## src/rtl/mem_arb_pkg.sv

```systemverilog
// mem_arb_pkg
// Shared types and constants for the multi-port RAM front end.
//   arb_state_t     : transaction state machine encoding
//   RAM_READ/WRITE  : values driven on ram_wr
//   DEFAULT_IO_BASE : first address of the non-pipelined IO window
//   decode_len()    : request length field -> byte count (0 means a full word)
package mem_arb_pkg;

   typedef enum logic [2:0] {
      IDLE,
      MEM_RD,
      DRAIN,
      MEM_WR,
      IO,
      DONE
   } arb_state_t;

   localparam logic RAM_READ  = 1'b0;
   localparam logic RAM_WRITE = 1'b1;

   localparam logic [31:0] DEFAULT_IO_BASE = 32'h0003_0000;

   // A zero length means a full word. Oversized lengths are clamped so
   // the byte index can never run past the client word.
   function automatic int unsigned decode_len(input int unsigned len,
                                              input int unsigned bytes);
      if (len == 0 || len > bytes) begin
         return bytes;
      end
      return len;
   endfunction

endpackage

```

## src/rtl/rr_picker.sv

```systemverilog
// rr_picker
// Combinational round-robin priority encoder: returns the first set bit of
// cand at or after ptr, wrapping past the top index back to 0.
//   cand  in  N      candidate mask
//   ptr   in  PTR_W  highest-priority index this cycle
//   valid out 1      any candidate present
//   idx   out PTR_W  chosen index (0 when valid is low)
module rr_picker #(
   parameter int N     = 3,
   parameter int PTR_W = 2
) (
   input  logic [N-1:0]     cand,
   input  logic [PTR_W-1:0] ptr,
   output logic             valid,
   output logic [PTR_W-1:0] idx
);

   // Two descending passes: the first leaves the lowest candidate below ptr,
   // the second overrides it with the lowest candidate at or above ptr.
   always_comb begin
      valid = |cand;
      idx   = '0;
      for (int i = N - 1; i >= 0; i--) begin
         if (cand[i] && i < int'(ptr)) begin
            idx = PTR_W'(i);
         end
      end
      for (int i = N - 1; i >= 0; i--) begin
         if (cand[i] && i >= int'(ptr)) begin
            idx = PTR_W'(i);
         end
      end
   end

endmodule

```

## src/rtl/mem_port_arbiter.sv

```systemverilog
// mem_port_arbiter
// Multi-port front end to a byte-wide single-port RAM. Latches per-port
// requests, picks one round-robin (optionally writes first), then splits it
// into byte transactions: pipelined for normal memory, address+wait per byte
// for the IO window. Flush kills pending and in-flight reads of flushable ports.
//   clk, rst            clock, synchronous active-high reset
//   flush               rollback pulse
//   ram_din/ram_dout    RAM read data (valid the cycle after its address) / write data
//   ram_addr, ram_wr    RAM address and write strobe
//   req, req_wr         per-port request pulse and write flag
//   req_addr/len/wdata  flattened per-port request fields, port 0 in the low slice
//   ack                 one-cycle per-port completion pulse
//   rdata               zero-extended read result, valid while ack is high
module mem_port_arbiter
   import mem_arb_pkg::*;
#(
   parameter int                     NUM_PORTS   = 3,
   parameter int                     ADDR_WIDTH  = 32,
   parameter int                     DATA_WIDTH  = 32,
   parameter int                     LEN_W       = $clog2(DATA_WIDTH / 8) + 1,
   parameter logic [ADDR_WIDTH-1:0]  IO_BASE     = ADDR_WIDTH'(DEFAULT_IO_BASE),
   parameter int                     WRITE_FIRST = 1,
   parameter logic [NUM_PORTS-1:0]   FLUSHABLE   = NUM_PORTS'(3'b011)
) (
   input  logic                            clk,
   input  logic                            rst,
   input  logic                            flush,
   input  logic [7:0]                      ram_din,
   output logic [7:0]                      ram_dout,
   output logic [ADDR_WIDTH-1:0]           ram_addr,
   output logic                            ram_wr,
   input  logic [NUM_PORTS-1:0]            req,
   input  logic [NUM_PORTS-1:0]            req_wr,
   input  logic [NUM_PORTS*ADDR_WIDTH-1:0] req_addr,
   input  logic [NUM_PORTS*LEN_W-1:0]      req_len,
   input  logic [NUM_PORTS*DATA_WIDTH-1:0] req_wdata,
   output logic [NUM_PORTS-1:0]            ack,
   output logic [DATA_WIDTH-1:0]           rdata
);

   localparam int BYTES = DATA_WIDTH / 8;
   localparam int PTR_W = (NUM_PORTS > 1) ? $clog2(NUM_PORTS) : 1;

   // Per-port request latches
   logic [NUM_PORTS-1:0]  pending_reg;
   logic [NUM_PORTS-1:0]  pend_wr_reg;
   logic [ADDR_WIDTH-1:0] pend_addr_reg  [NUM_PORTS];
   logic [LEN_W-1:0]      pend_len_reg   [NUM_PORTS];
   logic [DATA_WIDTH-1:0] pend_wdata_reg [NUM_PORTS];

   // Arbitration
   logic [NUM_PORTS-1:0]  flush_mask, eligible, cand;
   logic [PTR_W-1:0]      rr_ptr_reg, pick_idx;
   logic                  pick_valid, grant;

   // Transaction in service
   arb_state_t            state_reg, state_next;
   logic [PTR_W-1:0]      cur_port_reg;
   logic                  cur_wr_reg;
   logic [ADDR_WIDTH-1:0] cur_addr_reg;
   logic [LEN_W-1:0]      cur_len_reg;
   logic [DATA_WIDTH-1:0] cur_wdata_reg;
   logic [LEN_W-1:0]      byte_cnt_reg, byte_cnt_next, next_idx;
   logic                  io_wait_reg, io_wait_next;
   logic                  cap_en, last_byte, abort;

   // Registered outputs
   logic [ADDR_WIDTH-1:0] ram_addr_reg, ram_addr_next;
   logic [7:0]            ram_dout_reg, ram_dout_next;
   logic                  ram_wr_reg, ram_wr_next;
   logic [NUM_PORTS-1:0]  ack_reg, ack_next;
   logic [DATA_WIDTH-1:0] rdata_reg;

   // Fields of the port the picker is pointing at
   logic [ADDR_WIDTH-1:0] g_addr;
   logic [LEN_W-1:0]      g_len;
   logic                  g_wr;

   assign flush_mask = flush ? FLUSHABLE : '0;
   assign eligible   = pending_reg & ~flush_mask;
   assign cand       = (WRITE_FIRST != 0 && |(eligible & pend_wr_reg))
                       ? (eligible & pend_wr_reg) : eligible;

   rr_picker #(.N(NUM_PORTS), .PTR_W(PTR_W)) u_picker (
      .cand  (cand),
      .ptr   (rr_ptr_reg),
      .valid (pick_valid),
      .idx   (pick_idx)
   );

   assign g_addr = pend_addr_reg[pick_idx];
   assign g_wr   = pend_wr_reg[pick_idx];
   assign g_len  = LEN_W'(decode_len(32'(pend_len_reg[pick_idx]), BYTES));

   genvar gi;
   generate
      for (gi = 0; gi < NUM_PORTS; gi++) begin : g_port
         logic take;
         // A request coinciding with a flush of its port is dropped.
         assign take = req[gi] && !flush_mask[gi];

         // Capture beats the grant clear, so a re-request on the port being
         // granted stays queued behind the current transaction.
         always_ff @(posedge clk) begin
            if (rst) begin
               pending_reg[gi] <= 1'b0;
            end else if (take) begin
               pending_reg[gi] <= 1'b1;
            end else if (flush_mask[gi] || (grant && pick_idx == PTR_W'(gi))) begin
               pending_reg[gi] <= 1'b0;
            end
         end

         always_ff @(posedge clk) begin
            if (take) begin
               pend_wr_reg[gi]    <= req_wr[gi];
               pend_addr_reg[gi]  <= req_addr[gi*ADDR_WIDTH +: ADDR_WIDTH];
               pend_len_reg[gi]   <= req_len[gi*LEN_W +: LEN_W];
               pend_wdata_reg[gi] <= req_wdata[gi*DATA_WIDTH +: DATA_WIDTH];
            end
         end
      end

      // Read bytes land in their own lane; the whole word is zeroed at grant
      // so short reads come back zero-extended.
      for (gi = 0; gi < BYTES; gi++) begin : g_rbyte
         always_ff @(posedge clk) begin
            if (rst || grant) begin
               rdata_reg[8*gi +: 8] <= 8'h00;
            end else if (cap_en && byte_cnt_reg == LEN_W'(gi)) begin
               rdata_reg[8*gi +: 8] <= ram_din;
            end
         end
      end
   endgenerate

   assign next_idx  = byte_cnt_reg + 1'b1;
   assign last_byte = (byte_cnt_reg == cur_len_reg - 1'b1);
   // Only reads of flushable ports are killed; writes always finish.
   assign abort     = flush && (state_reg != IDLE) && !cur_wr_reg && FLUSHABLE[cur_port_reg];

   always_comb begin
      state_next    = state_reg;
      ram_addr_next = ram_addr_reg;
      ram_dout_next = ram_dout_reg;
      ram_wr_next   = RAM_READ;
      byte_cnt_next = byte_cnt_reg;
      io_wait_next  = io_wait_reg;
      ack_next      = '0;
      cap_en        = 1'b0;
      grant         = 1'b0;

      case (state_reg)
         IDLE: begin
            if (pick_valid) begin
               grant         = 1'b1;
               ram_addr_next = g_addr;
               ram_dout_next = pend_wdata_reg[pick_idx][7:0];
               ram_wr_next   = g_wr ? RAM_WRITE : RAM_READ;
               byte_cnt_next = '0;
               io_wait_next  = 1'b0;
               if (g_addr >= IO_BASE) begin
                  state_next = IO;
               end else if (g_wr) begin
                  state_next = MEM_WR;
               end else if (g_len == LEN_W'(1)) begin
                  state_next = DRAIN;
               end else begin
                  state_next = MEM_RD;
               end
            end
         end
         MEM_RD: begin
            // Capture the byte for the address issued last cycle, issue the next.
            cap_en        = 1'b1;
            byte_cnt_next = next_idx;
            ram_addr_next = cur_addr_reg + ADDR_WIDTH'(next_idx);
            if (next_idx == cur_len_reg - 1'b1) begin
               state_next = DRAIN;
            end
         end
         DRAIN: begin
            cap_en     = 1'b1;
            state_next = DONE;
         end
         MEM_WR: begin
            if (last_byte) begin
               state_next = DONE;
            end else begin
               byte_cnt_next = next_idx;
               ram_addr_next = cur_addr_reg + ADDR_WIDTH'(next_idx);
               ram_dout_next = 8'(cur_wdata_reg >> (8 * next_idx));
               ram_wr_next   = RAM_WRITE;
            end
         end
         IO: begin
            if (!io_wait_reg) begin
               io_wait_next = 1'b1;
            end else begin
               cap_en = !cur_wr_reg;
               if (last_byte) begin
                  state_next = DONE;
               end else begin
                  byte_cnt_next = next_idx;
                  ram_addr_next = cur_addr_reg + ADDR_WIDTH'(next_idx);
                  ram_dout_next = 8'(cur_wdata_reg >> (8 * next_idx));
                  ram_wr_next   = cur_wr_reg ? RAM_WRITE : RAM_READ;
                  io_wait_next  = 1'b0;
               end
            end
         end
         DONE: begin
            ack_next[cur_port_reg] = 1'b1;
            state_next             = IDLE;
         end
         default: state_next = IDLE;
      endcase

      if (abort) begin
         state_next  = IDLE;
         ram_wr_next = RAM_READ;
         ack_next    = '0;
         cap_en      = 1'b0;
      end
   end

   always_ff @(posedge clk) begin
      if (rst) begin
         state_reg    <= IDLE;
         ram_addr_reg <= '0;
         ram_dout_reg <= '0;
         ram_wr_reg   <= RAM_READ;
         ack_reg      <= '0;
         byte_cnt_reg <= '0;
         io_wait_reg  <= 1'b0;
         rr_ptr_reg   <= '0;
      end else begin
         state_reg    <= state_next;
         ram_addr_reg <= ram_addr_next;
         ram_dout_reg <= ram_dout_next;
         ram_wr_reg   <= ram_wr_next;
         ack_reg      <= ack_next;
         byte_cnt_reg <= byte_cnt_next;
         io_wait_reg  <= io_wait_next;
         if (grant) begin
            rr_ptr_reg <= (pick_idx == PTR_W'(NUM_PORTS - 1)) ? '0 : pick_idx + 1'b1;
         end
      end
   end

   always_ff @(posedge clk) begin
      if (grant) begin
         cur_port_reg  <= pick_idx;
         cur_wr_reg    <= g_wr;
         cur_addr_reg  <= g_addr;
         cur_len_reg   <= g_len;
         cur_wdata_reg <= pend_wdata_reg[pick_idx];
      end
   end

   assign ram_addr = ram_addr_reg;
   assign ram_dout = ram_dout_reg;
   assign ram_wr   = ram_wr_reg;
   assign ack      = ack_reg;
   assign rdata    = rdata_reg;

endmodule

```

## config.mk

```make
export PLATFORM = sky130hd
export DESIGN_NAME = mem_port_arbiter
export DESIGN_NICKNAME = d
export VERILOG_FILES = /design/src/rtl/mem_arb_pkg.sv /design/src/rtl/rr_picker.sv /design/src/rtl/mem_port_arbiter.sv
export SDC_FILE = /design/constraint.sdc
export NUM_CORES = 1
export LEC_CHECK = 0
export ABC_CLOCK_PERIOD_IN_PS = 14600
export CORE_MARGIN = 2
export CORE_UTILIZATION = 30
export DETAILED_ROUTE_END_ITERATION = 8
export GPL_ROUTABILITY_DRIVEN = 0
export HOLD_SLACK_MARGIN = 0.12
export PLACE_DENSITY = 0.54
export SKIP_CTS_REPAIR_TIMING = 1
export SLEW_MARGIN = 40
export SYNTH_ARGS = -nofsm -noshare
export SYNTH_HDL_FRONTEND = slang
export SYNTH_HIERARCHICAL = 1
export SYNTH_SLANG_ARGS = --single-unit
```

## constraint.sdc

```tcl
create_clock -name clk -period 14.6 [get_ports clk]
set_clock_uncertainty 0.05 [all_clocks]
set_input_delay 2.92 -clock clk [delete_from_list [all_inputs] [get_ports clk]]
set_output_delay 2.92 -clock clk [all_outputs]
set_load 0.01 [all_outputs]
```

Word-level counts from Yosys, hierarchy flattened:

Memory sizes are Yosys's and may differ from the RTL's.
Index checks and enable logic that the tools add are counted.

* RAM bits: 201
* word-level logic and storage cells: 177
* input port bits: 218
* bits in registers: 161
* memories: 3

* equal/unequal tests: 16
* add/subtract/negate cells: 4
* shift-type cells: 1
* mux-type cells: 66
* bitwise logic cells: 4
* reductions and logical operators: 49
* magnitude comparators: 11

Memory list
* pend_addr_reg: depth 3, width 32, rd ports 1, clocked after memory_dff 0, write ports 3, RTL line mem_port_arbiter.sv:47 `logic [ADDR_WIDTH-1:0] pend_addr_reg [NUM_PORTS];`
* pend_wdata_reg: depth 3, width 32, rd ports 1, clocked after memory_dff 0, write ports 3, RTL line mem_port_arbiter.sv:49 `logic [DATA_WIDTH-1:0] pend_wdata_reg [NUM_PORTS];`
* pend_len_reg: depth 3, width 3, rd ports 1, clocked after memory_dff 0, write ports 3, RTL line mem_port_arbiter.sv:48 `logic [LEN_W-1:0] pend_len_reg [NUM_PORTS];`

Operators by type and width (count)
* $pmux 32 s4: 1
* $mux 32: 3
* $mux 3: 11
* $add 32x3->32: 1
* $ge 32x18->1 const B: 1
* $shr 32x6->8: 1
* $mux 1: 29
* $mux 8: 3
* $pmux 8 s3: 1
* $logic_and 1x1->1: 20
* $mux 2: 10
* $pmux 3 s5: 1
* $eq 3x2->1 const B: 4
* $pmux 3 s4: 1
* $eq 3x1->1 const B: 3
* $logic_not 3->1: 3
* $reduce_and 3->1: 3
* $reduce_or 3->1: 3
* $reduce_bool 2->1: 4
* $and 3x3->3: 2
* $eq 3x3->1: 2
* $eq 3x3->1 const B: 2
* $lt 2x3->1 const B: 2
* $ne 2x2->1 const B: 3
* other kinds (26): 37

Logic depth before layout (Yosys ltp):

Gate-level depths: netlist of the first run.
An unclocked memory read counts as a cell.

* depth in word-level cells: 24
* mapped depth: 21
* depth with buffers taken out: 17

Cells and area by module:

The synthesis of the first run kept the hierarchy.

Modules (own cells, without submodules)
* mem_port_arbiter: instances 1, area an instance 14592.7 sq um, cells each 1092
* rr_picker: instances 1, area an instance 52.6 sq um, cells each 11

Worst setup path after synthesis of the first run:

OpenSTA, ideal clock, no wires.

* kind: input to register
* start point: in flush
* end point: mem pend_addr_reg[0][0] (enable)
* path slack: 7936 ps
* stages on the path: 2
* data arrival time: 6113 ps
* buffers on the path: 1
* required time: 14049 ps
* setup time: 501 ps
* cell sequence: clkbuf_1 > nor2b_1

RTL lines
* from (decl): RTL line mem_port_arbiter.sv:27 `input logic flush,`
* to (decl): RTL line mem_port_arbiter.sv:47

Final worst setup path of the first run:

* start point: in flush
* end point: reg state_reg[1]

RTL lines
* $mux 2 *: RTL line mem_port_arbiter.sv:79 `assign flush_mask = flush ? FLUSHABLE : '0;`
* $not 2->3 *: RTL line mem_port_arbiter.sv:80 `assign eligible = pending_reg & ~flush_mask;`
* $and 3x3->3 *: RTL line mem_port_arbiter.sv:80
* $and 3x3->3: RTL line mem_port_arbiter.sv:81, mem_port_arbiter.sv:82
* $reduce_or 3->1: RTL line mem_port_arbiter.sv:81 `assign cand = (WRITE_FIRST != 0 && |(eligible & pend_wr_reg))`
* $mux 3 *: RTL line mem_port_arbiter.sv:82 `? (eligible & pend_wr_reg) : eligible;`
* via cand[1]: RTL line mem_port_arbiter.sv:52 `logic [NUM_PORTS-1:0] flush_mask, eligible, cand;`
* $logic_and 1x1->1: RTL line rr_picker.sv:24 `if (cand[i] && i < int'(ptr)) begin`
* [... 5 more ...]
* via pick_idx[0]: RTL line mem_port_arbiter.sv:53 `logic [PTR_W-1:0] rr_ptr_reg, pick_idx;`
* [... 4 more ...]
* $mux 3 *: RTL line mem_arb_pkg.sv:30 `return len;`
* via g_len[0]: RTL line mem_port_arbiter.sv:76 `logic [LEN_W-1:0] g_len;`
* $eq 3x1->1 *: RTL line mem_port_arbiter.sv:166 `end else if (g_len == LEN_W'(1)) begin`
* $mux 2 *: RTL line mem_port_arbiter.sv:166
* $mux 2 *: RTL line mem_port_arbiter.sv:164 `end else if (g_wr) begin`
* $mux 3 *: RTL line mem_port_arbiter.sv:162 `if (g_addr >= IO_BASE) begin`
* $mux 3 *: RTL line mem_port_arbiter.sv:155 `if (pick_valid) begin`
* $pmux 3 s5 *: RTL line mem_port_arbiter.sv:153 `case (state_reg)`
* to (signal assigned): RTL line mem_port_arbiter.sv:238 `state_reg <= state_next;`
* to (decl): RTL line mem_port_arbiter.sv:57 `arb_state_t state_reg, state_next;`

Mark *: on every way through the listed nets, which the timed path passes. The rest lies on a longest branch. The select of a mux whose other input is x is not followed.
A chain may end at the register's enable or synchronous reset.

==> impl_metrics.tcl, run 1 <==
set metrics [dict create \
    post-route-drc-count 0 \
    detailed_place.area_um2 18300 \
    final_layout_size_suffix_gt1_share_pct 7.78 \
    layout.nets 1627 \
    finalInstanceArea_um2 19700 \
    core.rowCount 80 \
    dr.pass1.iters 7 \
    detailedRoute.firstIterationViolations 688 \
    crit_arrival_ps 7400 \
    synth_enable_flop_cells 274 \
    dp_hpwl_um 27800 \
    worst_slew_pin_slew_ps 834 \
    tritoncts "yes" \
    cts_max_path_buffers 3 \
    design.die.area_um2 50600 \
    antenna_violations_before_repair 4 \
    worst_skew_pair.late_latency_ps 580 \
    cts_max_level 2 \
    avgSynthCellArea_um2 13.3 \
    num_vias 9604 \
    post_synth_num_cell_types 58 \
    sequential_cell_area_um2 9990 \
    final_ant_viol_nets 0 \
    synthDominantCellAreaShare_pct 56.2 \
    layout_setup_ws_ps 7650 \
    synth_fp_nets 1332 \
    pwr-share-comb_pct 27.5 \
    cellLeakagePower_nw 6.77 \
    clockPowerShare_pct 30.8 \
    netlist_top_cells_area "edfxtp_1 56%, dfxtp_1 12%, mux2i_1 7.4%" \
    layout.filler_cells 4468 \
    hold_path.class "register to register" \
    netSwitchingPower_w 0.00105 \
    critPathLaunchType "primary input" \
    power.internal_w 0.00229 \
    area_delta_synth_final_pct 34.2 \
    crit_path_max_fanout 51 \
    worst_slew_margin_rel_pct 44.4 \
    grt_pass1_vias 9780 \
    critPathRequiredTime_ps 15040 \
    root_buffer "clkbuf_16" \
    core_area_um2 47900 \
    floorplan.initialDensity_pct 30.5 \
    register_bit_total_from_synthesis 362 \
    post_drt_wl_per_cell_um 19.6 \
    power.density_nw_per_um2 170 \
    wl_um 40000 \
    share_seq_of_total_power_pct 41.7 \
    port-buffer-count 293 \
    multi_input_area_um2 4430 \
    grt_setup_unrepaired "no" \
    period_minus_slack_ps 6950 \
    path_clk_slew_ps 60 \
    maxClockFrequency_mhz 144 \
    setup_viol 0 \
    final_cell_mix "291 x clkdlybuf4s50_1, 274 x edfxtp_1, 120 x nand2_1, 108 x mux2i_1, 93 x nor2_1" \
    yosysTopAreaCell "edfxtp_1" \
    clock-sinks 362 \
    dpl_worst_slack_ps 7020 \
    final_worst_path_cycle_share_pct 47.6 \
    synth_seq_area_share_pct 68.2 \
    vdd.ir_drop.worst_mv 0.0872 \
    synthesis.instances 1103 \
    groute.usage.overall_pct 15.8 \
    criticalPathCategory "primary input to register" \
    synth.yosys.warnings 6 \
    tritoncts_buffers 42 \
    sw_frac_of_total_pct 31.5 \
    finalHoldViolations 0 \
    timing.setup.tns_ps 0 \
    vias_per_cell 4.70 \
    timing_max_transition_violations_final 0 \
    end_kind "register" \
    status "complete, no violations" \
    drv_cap 0 \
    syn-cell-area_um2 14600 \
    global_route.overflow_total 0 \
    number_of_placed_i_o_pins 294 \
    chipHeight_um 225 \
    grt_max_degree 97 \
    grt_pass1_wl_um 60100 \
    ys.flop_type "edfxtp_1" \
    mostFrequentLayoutCell "clkdlybuf4s50_1" \
    ys_async_sr_fraction_pct 0 \
    die_w_um 225 \
]
## worst max-delay path, cell delays in order
cell,delay (ps)
clkdlybuf4s50_1,730
nor2_1,90
a21oi_1,180
nor2_1,60
nor3b_1,340
o21ai_0,240
a21oi_4,510
buf_6,580
mux2i_1,290
and2_1,140
o21ai_0,70
ha_1,320
a211oi_1,240
and3_1,240
o211ai_1,100
a221oi_1,310
## Yosys cell counts (15+ instances only)
library cell / instances
nor2_1: 94
inv_1: 18
nand2_1: 120
clkbuf_1: 39
nor3_1: 18
xor2_1: 15
o21ai_0: 81
edfxtp_1: 274
mux2i_1: 108
dfxtp_1: 88
a21oi_1: 44
xnor2_1: 16
## cells by family (layout without fill, tap and decap cells)
logic type / Yosys count / in the layout / share of synthesized area (%)
AOI/OAI and AO/OA: 177 / 177 / 7.18
xor gates and xnor gates: 32 / 32 / 2.01
adders and majority gates: 11 / 11 / 0.991
buffers and inverters: 73 / 397 / 2.03
DFF: 362 / 362 / 68.2
muxes: 126 / 126 / 9.38
other: 0 / 2 / 0
and+or+nand+nor: 322 / 322 / 10.2
## stage by stage
| stage | hold slack (ps) | cells | power [W] | utilization, % |
|---|---|---|---|---|
| floorplan | 382 | 1103 | 0.00193 | - |
| CTS | 410 | 2042 | 0.00339 | 41.0 |
| finish | 402 | 2044 | 0.00334 | 41.0 |
| global placement | 394 | 1967 | 0.00234 | 38.1 |
| global route | 426 | 2044 | 0.00353 | 41.0 |
| detailed placement | 401 | 1969 | 0.00235 | 38.2 |
## path summary, 6_finish.rpt
kind                                     start  slack [ps]  cells after the start           end
worst max-delay path                     flush        7650                     16  state_reg[1]
worst min-delay path              ram_addr[12]         400                      2  ram_addr[12]
worst max register to register  pend_wr_reg[0]       10090                     16  state_reg[1]
worst min register to register    ram_addr[12]         400                      2  ram_addr[12]
## routing by layer
| layer | routed length, um | share of wire [%] | GRT usage, % |
|---|---|---|---|
| met1 | 17800 | 44 | 21.4 |
| met2 | 18900 | 47 | 25.2 |
| met3 | 2390 | 6.0 | 3.48 |
| met4 | 950 | 2.4 | 5.32 |
| met5 | 30 | 0.075 | 0 |
## power groups by stage
stage	logic (W)	registers [W]	clock network [W]
CTS	0.000940	0.00139	0.00106
floorplan	0.000521	0.00141	0
global route	0.00101	0.00141	0.00110
finish	0.000919	0.00139	0.00103
detailed placement	0.000936	0.00141	0
global placement	0.000928	0.00141	0
## final cells by class
cell class	instances	area share [%]
Clock buffer	50	5.50
Sequential cell	362	50.8
Inverter	18	0.350
Timing Repair Buffer	306	15.5
Multi-Input combinational cell	668	22.5
Clock inverter	23	1.33
Antenna cell	2	0.0255
Tap cell	615	3.91
(Power assumes the default switching activity.)
==> run 2, diff against run 1 <==
- ABC_CLOCK_PERIOD_IN_PS: 14600 -> 7200
- clock period: 14.6 -> 7.2 ns (I/O delays scaled with it)
==> run 2 against run 1 <==
Compared with the run above:
- sequential cell count is the same
- sequential power grew 100%
- power grew 110%
- core utilization grew 0.31 points
- global-route usage grew 0.27 points
- critical path type unchanged
- largest cell class unchanged
- highest routed layer unchanged
==> impl_metrics.tcl, run 2 (synthesis results as in run 1) <==
set metrics [dict create \
    criticalPathCategory "primary input to register" \
    drv_cap 0 \
    design.die.area_um2 50600 \
    post_drt_wl_per_cell_um 19.9 \
    cellLeakagePower_nw 6.87 \
    global_route.overflow_total 0 \
    final_layout_size_suffix_gt1_share_pct 8.57 \
    detailedRoute.firstIterationViolations 641 \
    cts_max_level 2 \
    multi_input_area_um2 4430 \
    dp_cells 1972 \
    grt_setup_unrepaired "no" \
    groute.usage.overall_pct 16.1 \
    hp-start "ram_addr[25]" \
    root_buffer "clkbuf_16" \
    cts_max_path_buffers 3 \
    grt_pass1_wl_um 60900 \
    area_delta_synth_final_pct 35.2 \
    holdPathEnd "ram_addr[25]" \
    sequential_cell_area_um2 9990 \
    timing.rr.end "state_reg[1]" \
    dr.pass1.iters 5 \
    tritoncts_buffers 42 \
    path_clk_slew_ps 60 \
    layout.filler_cells 4475 \
    dp_hpwl_um 28400 \
    period_minus_slack_ps 5240 \
    layout_setup_ws_ps 1960 \
    clock-sinks 362 \
    critPathLaunchType "primary input" \
    dpl_worst_slack_ps 1380 \
    fin_cells 2054 \
    core.rowCount 80 \
    layout.nets 1631 \
    hold_path.class "register to register" \
    status "complete, no violations" \
    maxClockFrequency_mhz 191 \
    timing.rr.start "pend_wr_reg[0]" \
    grt_pass1_vias 9936 \
    cp_cell_sequence "clkdlybuf4s50_1, nor2_1, a21oi_1, nor2_1, nor3b_1, o21ai_0, a21oi_4, buf_4, mux2i_1, and2_1, o21ai_0, ha_1, a211oi_1, and3_1, o211ai_1, a221oi_1" \
    vdd.ir_drop.worst_mv 0.174 \
    crit_path_max_fanout 36 \
    num_vias 9595 \
    final_cell_mix "291 x clkdlybuf4s50_1, 274 x edfxtp_1, 120 x nand2_1, 108 x mux2i_1, 93 x nor2_1" \
    floorplan.initialDensity_pct 30.5 \
    antenna_violations_before_repair 5 \
    tritoncts "yes" \
    wl_um 40800 \
    port-buffer-count 293 \
    crit_arrival_ps 5660 \
    cpMaxStageDelayCell "clkdlybuf4s50_1" \
    worst_slew_pin_slew_ps 842 \
    vias_per_cell 4.67 \
    finalHoldViolations 0 \
    final_worst_path_cycle_share_pct 72.7 \
    critPathRequiredTime_ps 7620 \
    worst_slew_margin_rel_pct 43.9 \
    worst_skew_pair.late_latency_ps 570 \
    timing_max_transition_violations_final 0 \
    chipHeight_um 225 \
    power.density_nw_per_um2 351 \
    worstRegToRegCells 16 \
    worstHoldPathCells 2 \
    mostFrequentLayoutCell "clkdlybuf4s50_1" \
    post-route-drc-count 0 \
    setup_viol 0 \
    core_area_um2 47900 \
    power_w 0.00696 \
    end_kind "register" \
    timing.setup.tns_ps 0 \
    grt_max_degree 95 \
    ff2ff_setup_slack_ps 2910 \
    final_ant_viol_nets 0 \
    die_w_um 225 \
    hold-worst-slack_ps 406 \
    number_of_placed_i_o_pins 294 \
    critical-path-max-stage-delay_ps 740 \
]
## run 2: worst max-delay path: cells and delay by family
kind,cells,cell delay (ps)
multiplexers,1,300
buffers and inverters,2,1310
adder cells (fa/ha/maj),1,330
AO/OA/AOI/OAI,7,1390
AND/OR/NAND/NOR,5,880
## run 2: how the worst max path moves through the flow
| stage | startpoint | end | slack (ps) | cells after the start |
|---|---|---|---|---|
| global placement | flush | state_reg[1] | 1540 | 16 |
| CTS | flush | state_reg[1] | 1980 | 16 |
| global route | flush | state_reg[1] | 1650 | 16 |
| detailed placement | flush | state_reg[1] | 1380 | 16 |
| finish | flush | state_reg[1] | 1960 | 16 |
| floorplan | flush | pend_addr_reg[0][0] | 2020 | 2 |
## run 2: metrics by stage
stage | instance area (um^2) | utilization, %
detailed placement | 18300 | 38.2
finish | 19800 | 41.3
CTS | 19800 | 41.2
global placement | 18300 | 38.2
global route | 19800 | 41.3
floorplan | 14600 | -
## run 2: cell type report
type | count | area share (%)
Clock inverter | 24 | 1.58
Antenna cell | 3 | 0.0379
Clock buffer | 54 | 5.84
Multi-Input combinational cell | 668 | 22.3
Sequential cell | 362 | 50.4
Timing Repair Buffer | 310 | 15.5
Inverter | 18 | 0.366
Tap cell | 615 | 3.89
## run 2: metal layers
metal / GRT usage, % / part of all wire (%) / up-vias
li1: - / - / 4678
met1: 21.6 / 45 / 4583
met2: 25.7 / 47 / 276
met3: 3.86 / 5.8 / 54
met4: 5.08 / 2.3 / 4
met5: 0 / 0.081 / -
## run 2: power breakdown
| part | internal [W] | switching, W | total, W |
|---|---|---|---|
| clock network | 0.00139 | 0.000866 | 0.00226 |
| logic | 0.000798 | 0.00108 | 0.00188 |
| registers | 0.00262 | 0.000201 | 0.00283 |
